<file path="config.mk">
export PLATFORM = sky130hd
export DESIGN_NAME = fp_mul_pipe
export DESIGN_NICKNAME = d
export VERILOG_FILES = /design/src/rtl/fp_pkg.sv /design/src/rtl/fp_round_pack.sv /design/src/rtl/fp_mul_pipe.sv
export SDC_FILE = /design/constraint.sdc
export NUM_CORES = 2
export LEC_CHECK = 0
export ABC_AREA = 1
export CAP_MARGIN = 20
export CORE_UTILIZATION = 48
export DETAILED_ROUTE_END_ITERATION = 10
export GPL_TIMING_DRIVEN = 0
export PLACE_DENSITY = 0.63
export SETUP_SLACK_MARGIN = 0.5
export SYNTH_ARGS = -nofsm -noshare
export SYNTH_HDL_FRONTEND = slang
export SYNTH_SLANG_ARGS = --single-unit
</file>
<file path="constraint.sdc">
create_clock -name clk -period 6.7 [get_ports clk]
set_input_delay 1.34 -clock clk [delete_from_list [all_inputs] [get_ports clk]]
set_output_delay 1.34 -clock clk [all_outputs]
set_load 0.05 [all_outputs]
</file>
<file path="src/rtl/fp_pkg.sv">
// Shared types and helpers for the pipelined floating-point multiplier.
// Operand classes, flag bit positions, bias and canonical quiet-NaN builders.
package fp_pkg;

   typedef enum logic [1:0] {
      FP_ZERO = 2'd0,
      FP_NORM = 2'd1,
      FP_INF  = 2'd2,
      FP_NAN  = 2'd3
   } fp_class_e;

   localparam int FLG_INV = 3;
   localparam int FLG_OVF = 2;
   localparam int FLG_UNF = 1;
   localparam int FLG_INX = 0;

   function automatic int fp_bias(input int exp_w);
      return (1 << (exp_w - 1)) - 1;
   endfunction

   // Canonical qNaN {0, all-ones exponent, fraction MSB set}, right-aligned in 64 bits.
   function automatic logic [63:0] fp_qnan(input int exp_w, input int man_w);
      logic [63:0] r;
      r = '0;
      for (int i = 0; i < exp_w; i++) r[man_w + i] = 1'b1;
      r[man_w - 1] = 1'b1;
      return r;
   endfunction

endpackage

</file>
<file path="src/rtl/fp_round_pack.sv">
// Final stage: normalise the raw mantissa product, round to nearest even,
// resolve special classes and exponent range, and pack the result word with flags.
module fp_round_pack
   import fp_pkg::*;
#(
   parameter int EXP_W = 8,
   parameter int MAN_W = 23
) (
   input  logic                      sign_i,
   input  logic signed [EXP_W+1:0]   exp_i,
   input  logic [2*MAN_W+1:0]        prod_i,
   input  fp_class_e                 cls_i,
   input  logic                      inv_i,
   output logic [EXP_W+MAN_W:0]      word_o,
   output logic [3:0]                flags_o
);

   localparam int W  = 1 + EXP_W + MAN_W;
   localparam int PW = 2 * MAN_W + 2;
   localparam int XW = EXP_W + 2;
   localparam logic [63:0] QNAN64 = fp_qnan(EXP_W, MAN_W);
   localparam logic signed [XW-1:0] EXP_MAX = XW'((1 << EXP_W) - 1);
   localparam logic signed [XW-1:0] EXP_MIN = '0;

   logic [PW-2:0]           norm;
   logic                    guard, rnd, sticky, round_up;
   logic [MAN_W:0]          frac_r;
   logic signed [XW-1:0]    exp_f;

   always_comb begin
      // Left-align so the hidden one is dropped and the fraction sits in the top MAN_W bits.
      norm     = prod_i[PW-1] ? prod_i[PW-2:0] : {prod_i[PW-3:0], 1'b0};
      guard    = norm[MAN_W];
      rnd      = norm[MAN_W-1];
      sticky   = |norm[MAN_W-2:0];
      round_up = guard & (rnd | sticky | norm[MAN_W+1]);
      frac_r   = {1'b0, norm[PW-2:MAN_W+1]} + (MAN_W+1)'(round_up);
      exp_f    = exp_i + XW'(prod_i[PW-1]) + XW'(frac_r[MAN_W]);

      word_o  = '0;
      flags_o = '0;
      case (cls_i)
         FP_NAN: begin
            word_o           = QNAN64[W-1:0];
            flags_o[FLG_INV] = inv_i;
         end
         FP_INF:  word_o = {sign_i, {EXP_W{1'b1}}, {MAN_W{1'b0}}};
         FP_ZERO: word_o = {sign_i, {(W-1){1'b0}}};
         default: begin
            if (exp_f >= EXP_MAX) begin
               word_o           = {sign_i, {EXP_W{1'b1}}, {MAN_W{1'b0}}};
               flags_o[FLG_OVF] = 1'b1;
               flags_o[FLG_INX] = 1'b1;
            end else if (exp_f <= EXP_MIN) begin
               word_o           = {sign_i, {(W-1){1'b0}}};
               flags_o[FLG_UNF] = 1'b1;
               flags_o[FLG_INX] = 1'b1;
            end else begin
               // A rounding carry leaves the low MAN_W bits of frac_r at zero.
               word_o           = {sign_i, exp_f[EXP_W-1:0], frac_r[MAN_W-1:0]};
               flags_o[FLG_INX] = guard | rnd | sticky;
            end
         end
      endcase
   end

endmodule

</file>
<file path="src/rtl/fp_mul_pipe.sv">
// Three-stage floating-point multiplier: unpack/classify, mantissa multiply,
// round/pack. A single enable stalls every stage together under backpressure.
module fp_mul_pipe
   import fp_pkg::*;
#(
   parameter int EXP_W = 8,
   parameter int MAN_W = 23,
   parameter int TAG_W = 4
) (
   input  logic                       clk,
   input  logic                       rst_n,
   input  logic                       in_valid,
   output logic                       in_ready,
   input  logic [EXP_W+MAN_W:0]       in_a,
   input  logic [EXP_W+MAN_W:0]       in_b,
   input  logic [TAG_W-1:0]           in_tag,
   output logic                       out_valid,
   input  logic                       out_ready,
   output logic [EXP_W+MAN_W:0]       out_p,
   output logic [TAG_W-1:0]           out_tag,
   output logic [3:0]                 out_flags
);

   localparam int W    = 1 + EXP_W + MAN_W;
   localparam int PW   = 2 * MAN_W + 2;
   localparam int XW   = EXP_W + 2;
   localparam int BIAS = fp_bias(EXP_W);

   function automatic fp_class_e classify(input logic [EXP_W-1:0] e, input logic [MAN_W-1:0] f);
      if (e == '0) return FP_ZERO;
      if (&e)      return (f == '0) ? FP_INF : FP_NAN;
      return FP_NORM;
   endfunction

   // Handshake: every stage moves when the output slot is empty or being drained.
   logic en;
   assign en       = !out_valid | out_ready;
   assign in_ready = en;

   // S1 combinational
   fp_class_e           cls_a, cls_b, cls_d;
   logic                inf_zero, inv_d, sign_d;
   logic signed [XW-1:0] exp_d;

   always_comb begin
      cls_a    = classify(in_a[W-2:MAN_W], in_a[MAN_W-1:0]);
      cls_b    = classify(in_b[W-2:MAN_W], in_b[MAN_W-1:0]);
      inf_zero = (cls_a == FP_INF && cls_b == FP_ZERO) || (cls_b == FP_INF && cls_a == FP_ZERO);
      inv_d    = inf_zero
               || (cls_a == FP_NAN && !in_a[MAN_W-1])
               || (cls_b == FP_NAN && !in_b[MAN_W-1]);
      sign_d   = in_a[W-1] ^ in_b[W-1];
      exp_d    = XW'(in_a[W-2:MAN_W]) + XW'(in_b[W-2:MAN_W]) - XW'(BIAS);
      cls_d    = FP_NORM;
      if (cls_a == FP_NAN || cls_b == FP_NAN || inf_zero) cls_d = FP_NAN;
      else if (cls_a == FP_INF || cls_b == FP_INF)         cls_d = FP_INF;
      else if (cls_a == FP_ZERO || cls_b == FP_ZERO)       cls_d = FP_ZERO;
   end

   // Stage registers
   logic                 v1_q, sign1_q, inv1_q;
   logic signed [XW-1:0] exp1_q;
   fp_class_e            cls1_q;
   logic [MAN_W:0]       ma1_q, mb1_q;
   logic [TAG_W-1:0]     tag1_q;

   logic                 v2_q, sign2_q, inv2_q;
   logic signed [XW-1:0] exp2_q;
   fp_class_e            cls2_q;
   logic [PW-1:0]        prod2_q;
   logic [TAG_W-1:0]     tag2_q;

   logic                 out_valid_q;
   logic [W-1:0]         out_p_q;
   logic [TAG_W-1:0]     out_tag_q;
   logic [3:0]           out_flags_q;

   logic [PW-1:0]        prod_d;
   logic [W-1:0]         word_d;
   logic [3:0]           flags_d;

   assign prod_d = PW'(ma1_q) * PW'(mb1_q);

   fp_round_pack #(.EXP_W(EXP_W), .MAN_W(MAN_W)) u_round_pack (
      .sign_i  (sign2_q),
      .exp_i   (exp2_q),
      .prod_i  (prod2_q),
      .cls_i   (cls2_q),
      .inv_i   (inv2_q),
      .word_o  (word_d),
      .flags_o (flags_d)
   );

   always_ff @(posedge clk or negedge rst_n) begin
      if (!rst_n) begin
         v1_q        <= 1'b0;
         sign1_q     <= 1'b0;
         inv1_q      <= 1'b0;
         exp1_q      <= '0;
         cls1_q      <= FP_ZERO;
         ma1_q       <= '0;
         mb1_q       <= '0;
         tag1_q      <= '0;
         v2_q        <= 1'b0;
         sign2_q     <= 1'b0;
         inv2_q      <= 1'b0;
         exp2_q      <= '0;
         cls2_q      <= FP_ZERO;
         prod2_q     <= '0;
         tag2_q      <= '0;
         out_valid_q <= 1'b0;
         out_p_q     <= '0;
         out_tag_q   <= '0;
         out_flags_q <= '0;
      end else if (en) begin
         v1_q        <= in_valid;
         sign1_q     <= sign_d;
         inv1_q      <= inv_d;
         exp1_q      <= exp_d;
         cls1_q      <= cls_d;
         ma1_q       <= {1'b1, in_a[MAN_W-1:0]};
         mb1_q       <= {1'b1, in_b[MAN_W-1:0]};
         tag1_q      <= in_tag;
         v2_q        <= v1_q;
         sign2_q     <= sign1_q;
         inv2_q      <= inv1_q;
         exp2_q      <= exp1_q;
         cls2_q      <= cls1_q;
         prod2_q     <= prod_d;
         tag2_q      <= tag1_q;
         out_valid_q <= v2_q;
         if (v2_q) begin
            out_p_q     <= word_d;
            out_tag_q   <= tag2_q;
            out_flags_q <= flags_d;
         end
      end
   end

   assign out_valid = out_valid_q;
   assign out_p     = out_p_q;
   assign out_tag   = out_tag_q;
   assign out_flags = out_flags_q;

endmodule

</file>
==> metrics.txt <==
vias per cell=between 5 and 6; Area growth syn-to-layout=22.5%; first-pass GRT wire length=151000 microns; max_slew headroom=28.8%; Worst Skew=0.0186 ns; wire length per cell=19.5 microns; Die Y=approximately 250 microns; remaining antenna violation count=0; largest net degree at the start of global routing=117; Max Buffers Root-to-Sink=2; top post-synthesis cells by area=fa_1 (33%), nand2_1 (16%), dfrtp_1 (15%), inv_1 (13%), ha_1 (8.2%); Max-Cap Viols=0; IO Pins=around 110; DRT Pass-1 Iters=6; worst slew pin tran=1.07 ns; Vias=25900; Layout Utilization=59.5%; vias in the first global route=about 26000; Synth cell types=45; net count after synthesis=4722; FFs w/ async S/R, synth=100%; Final Cell Area=35900 sq um; max-slew violations=0; Synth top cells by count=nand2_1 (1252), inv_1 (1041), fa_1 (484); cell count after synthesis=3974; register-to-register setup slack=0.32 ns; final cell count without fillers=roughly 5000; post-route minimum period=around 6.4 ns; r2r endpoint=prod2_q[28]$_DFFE_PN0N_; FP Rows=90; Critical Path End Type=register; Root Buffer=clkbuf_16; FF+latch count, synth=approximately 170; Tcrit/Tclk final=95.3%; die area=between 60000 and 70000 sq um; Congestion Overflow GR=0; placed cells=4871; Reg2Reg Depth=23; WP data arrival=6.74 ns; Crit Path Max Fanout=10; GPL Wtd Cong=0.975; Setup crit start kind=register; CTS tree=built; share of cells above drive strength 1=14.6%; hold_buf cts=0; worst setup path end=prod2_q[28]$_DFFE_PN0N_; Port-buffer cells=about 110; Setup Crit Path Kind=reg2reg; Hold Path Class=reg2reg; Total GRT Usage=32.3%; sequential fraction of the synthesis area=around 15%; most frequent cell after synthesis=nand2_1; CP Data Required Time=~7.1 ns; final setup violation count=0; run status=finished clean; dpl hpwl=78700 microns; RSZ-0062 raised after global routing=true; ant diodes=0; Final Hold Fails=0; number of CTS-inserted buffers=17; FMAX=0.157 GHz; final net count=around 5000; syn_area_per_cell=7.36 sq um; Iteration-0 DRC Markers=2405; DRT Wirelength=97700 microns; drt drc=0; Worst-path clk slew=0.08 ns; core area=approximately 60000 sq um; initial core utilization=48.6%; CTS Sinks=174; Yosys top cell by area=fa_1; Synth Cell Area=29300 sq um; Clk Latency, worst-skew pair=0.50 ns; Setup crit start=ma1_q[23]$_DFFE_PN0N_; Placed Area=31400 sq um; post-synth top area share=33.1%; die extent in x=~250 microns; Post-synth top flop=dfrtp_1; synth warn=0; r2r startpoint=ma1_q[23]$_DFFE_PN0N_; H-tree levels=4; EDFF count, synth=0; antenna violations before repair=1
==> timing repair <==
action | 4_1_cts | 5_1_grt
setup buffers | 43 | 50
gates cloned | 0 | 2
setup endpoints to repair | 37 | 34
gates resized for setup | 561 | 284
pin swaps | 48 | 110
==> stage by stage <==
step | TNS (ns) | hold slack, ns | setup slack (ns)
after floorplan | 0 | 0.442 | 0.653
after global placement | -553.89 | 0.450 | -3.12
after detailed placement | -15.53 | 0.452 | -0.760
after CTS | 0 | 0.466 | 0.453
after global routing | 0 | 0.496 | 0.203
final | 0 | 0.461 | 0.315
==> per-layer routing <==
| metal | up-vias | GRT usage [%] | wire length, microns |
|---|---|---|---|
| li1 | 11900 | - | - |
| met3 | 197 | 5.87 | 9650 |
| met5 | - | 0 | 0 |
| met4 | 0 | 12.7 | 3860 |
| met1 | 12700 | 46.3 | 41700 |
| met2 | 1111 | 48.4 | 42500 |
==> state kept, by name (all words and copies together), names as in the netlist <==
signal and count:
exp1_q 10, cls1_q 2, tag2_q 4, ma1_q 24, inv2_q 1, cls2_q 2, out_valid 1, out_flags 4
sign2_q 1, exp2_q 10, out_p 32, v2_q 1, inv1_q 1, sign1_q 1, mb1_q 23, v1_q 1
tag1_q 4, out_tag 4, prod2_q 48
==> worst min-delay path by stage <==
stage | startpoint | end | slack, ns | cells after the start
floorplan | prod2_q[46]$_DFFE_PN0N_ | prod2_q[46]$_DFFE_PN0N_ | 0.44 | 2
global placement | sign1_q$_DFFE_PN0N_ | sign2_q$_DFFE_PN0N_ | 0.45 | 2
detailed placement | sign1_q$_DFFE_PN0N_ | sign2_q$_DFFE_PN0N_ | 0.45 | 2
CTS | sign1_q$_DFFE_PN0N_ | sign2_q$_DFFE_PN0N_ | 0.47 | 2
global route | v1_q$_DFFE_PN0N_ | v1_q$_DFFE_PN0N_ | 0.50 | 2
finish | sign1_q$_DFFE_PN0N_ | sign2_q$_DFFE_PN0N_ | 0.46 | 2
==> cell families after synthesis <==
| group | Yosys count | share of synthesized area (%) |
|---|---|---|
| and+or+nand+nor | 1632 | 22.6 |
| buffers and inverters | 1233 | 16.0 |
| AOI/OAI and AO/OA | 231 | 4.30 |
| adders and majority gates | 676 | 41.3 |
| xor gates and xnor gates | 28 | 0.902 |
| DFF | 174 | 14.9 |
==> area by class of cell <==
cell class              instances  area [sq um]
well taps                     782           978
repair buffers                211          2030
clock buffers                  18           439
multi-input cells            2567         21500
clock inverters                14           130
fillers                      5377         24400
flip-flops and latches        174          4360
inverters                    1048          3930
plain buffers                 185          2450
==> placed cells by master, fill, tap and decap left out, types with 34 or more instances in the layout <==
cell type,netlist,layout
nand2_2,15,71
nand4_1,35,35
fa_1,484,463
buf_8,0,34
clkbuf_16,0,52
nor2_1,158,124
buf_4,2,86
dfrtp_1,174,173
inv_1,1041,1008
clkbuf_8,0,44
nand3_1,109,85
o21ai_0,117,101
clkdlybuf4s50_1,0,112
inv_2,7,40
ha_1,192,172
nand2_1,1252,1177
a21oi_1,74,47
==> critical path: stages (launching register included) <==
cell      delay, ns
dfrtp_2        0.43
buf_4          0.16
clkbuf_8       0.19
nand2_1        0.08
inv_1          0.05
fa_1           0.50
fa_1           0.58
inv_1          0.08
fa_1           0.52
fa_2           0.55
inv_1          0.06
fa_2           0.62
fa_1           0.43
inv_1          0.08
fa_1           0.41
inv_1          0.10
ha_4           0.24
a21oi_2        0.31
o21ai_4        0.11
a21oi_2        0.20
nand3_4        0.14
buf_6          0.16
xnor2_4        0.15
o21ai_0        0.09
Power is not shown: default switching activity piles up to over one toggle a cycle in this logic, so the estimate is an artifact.
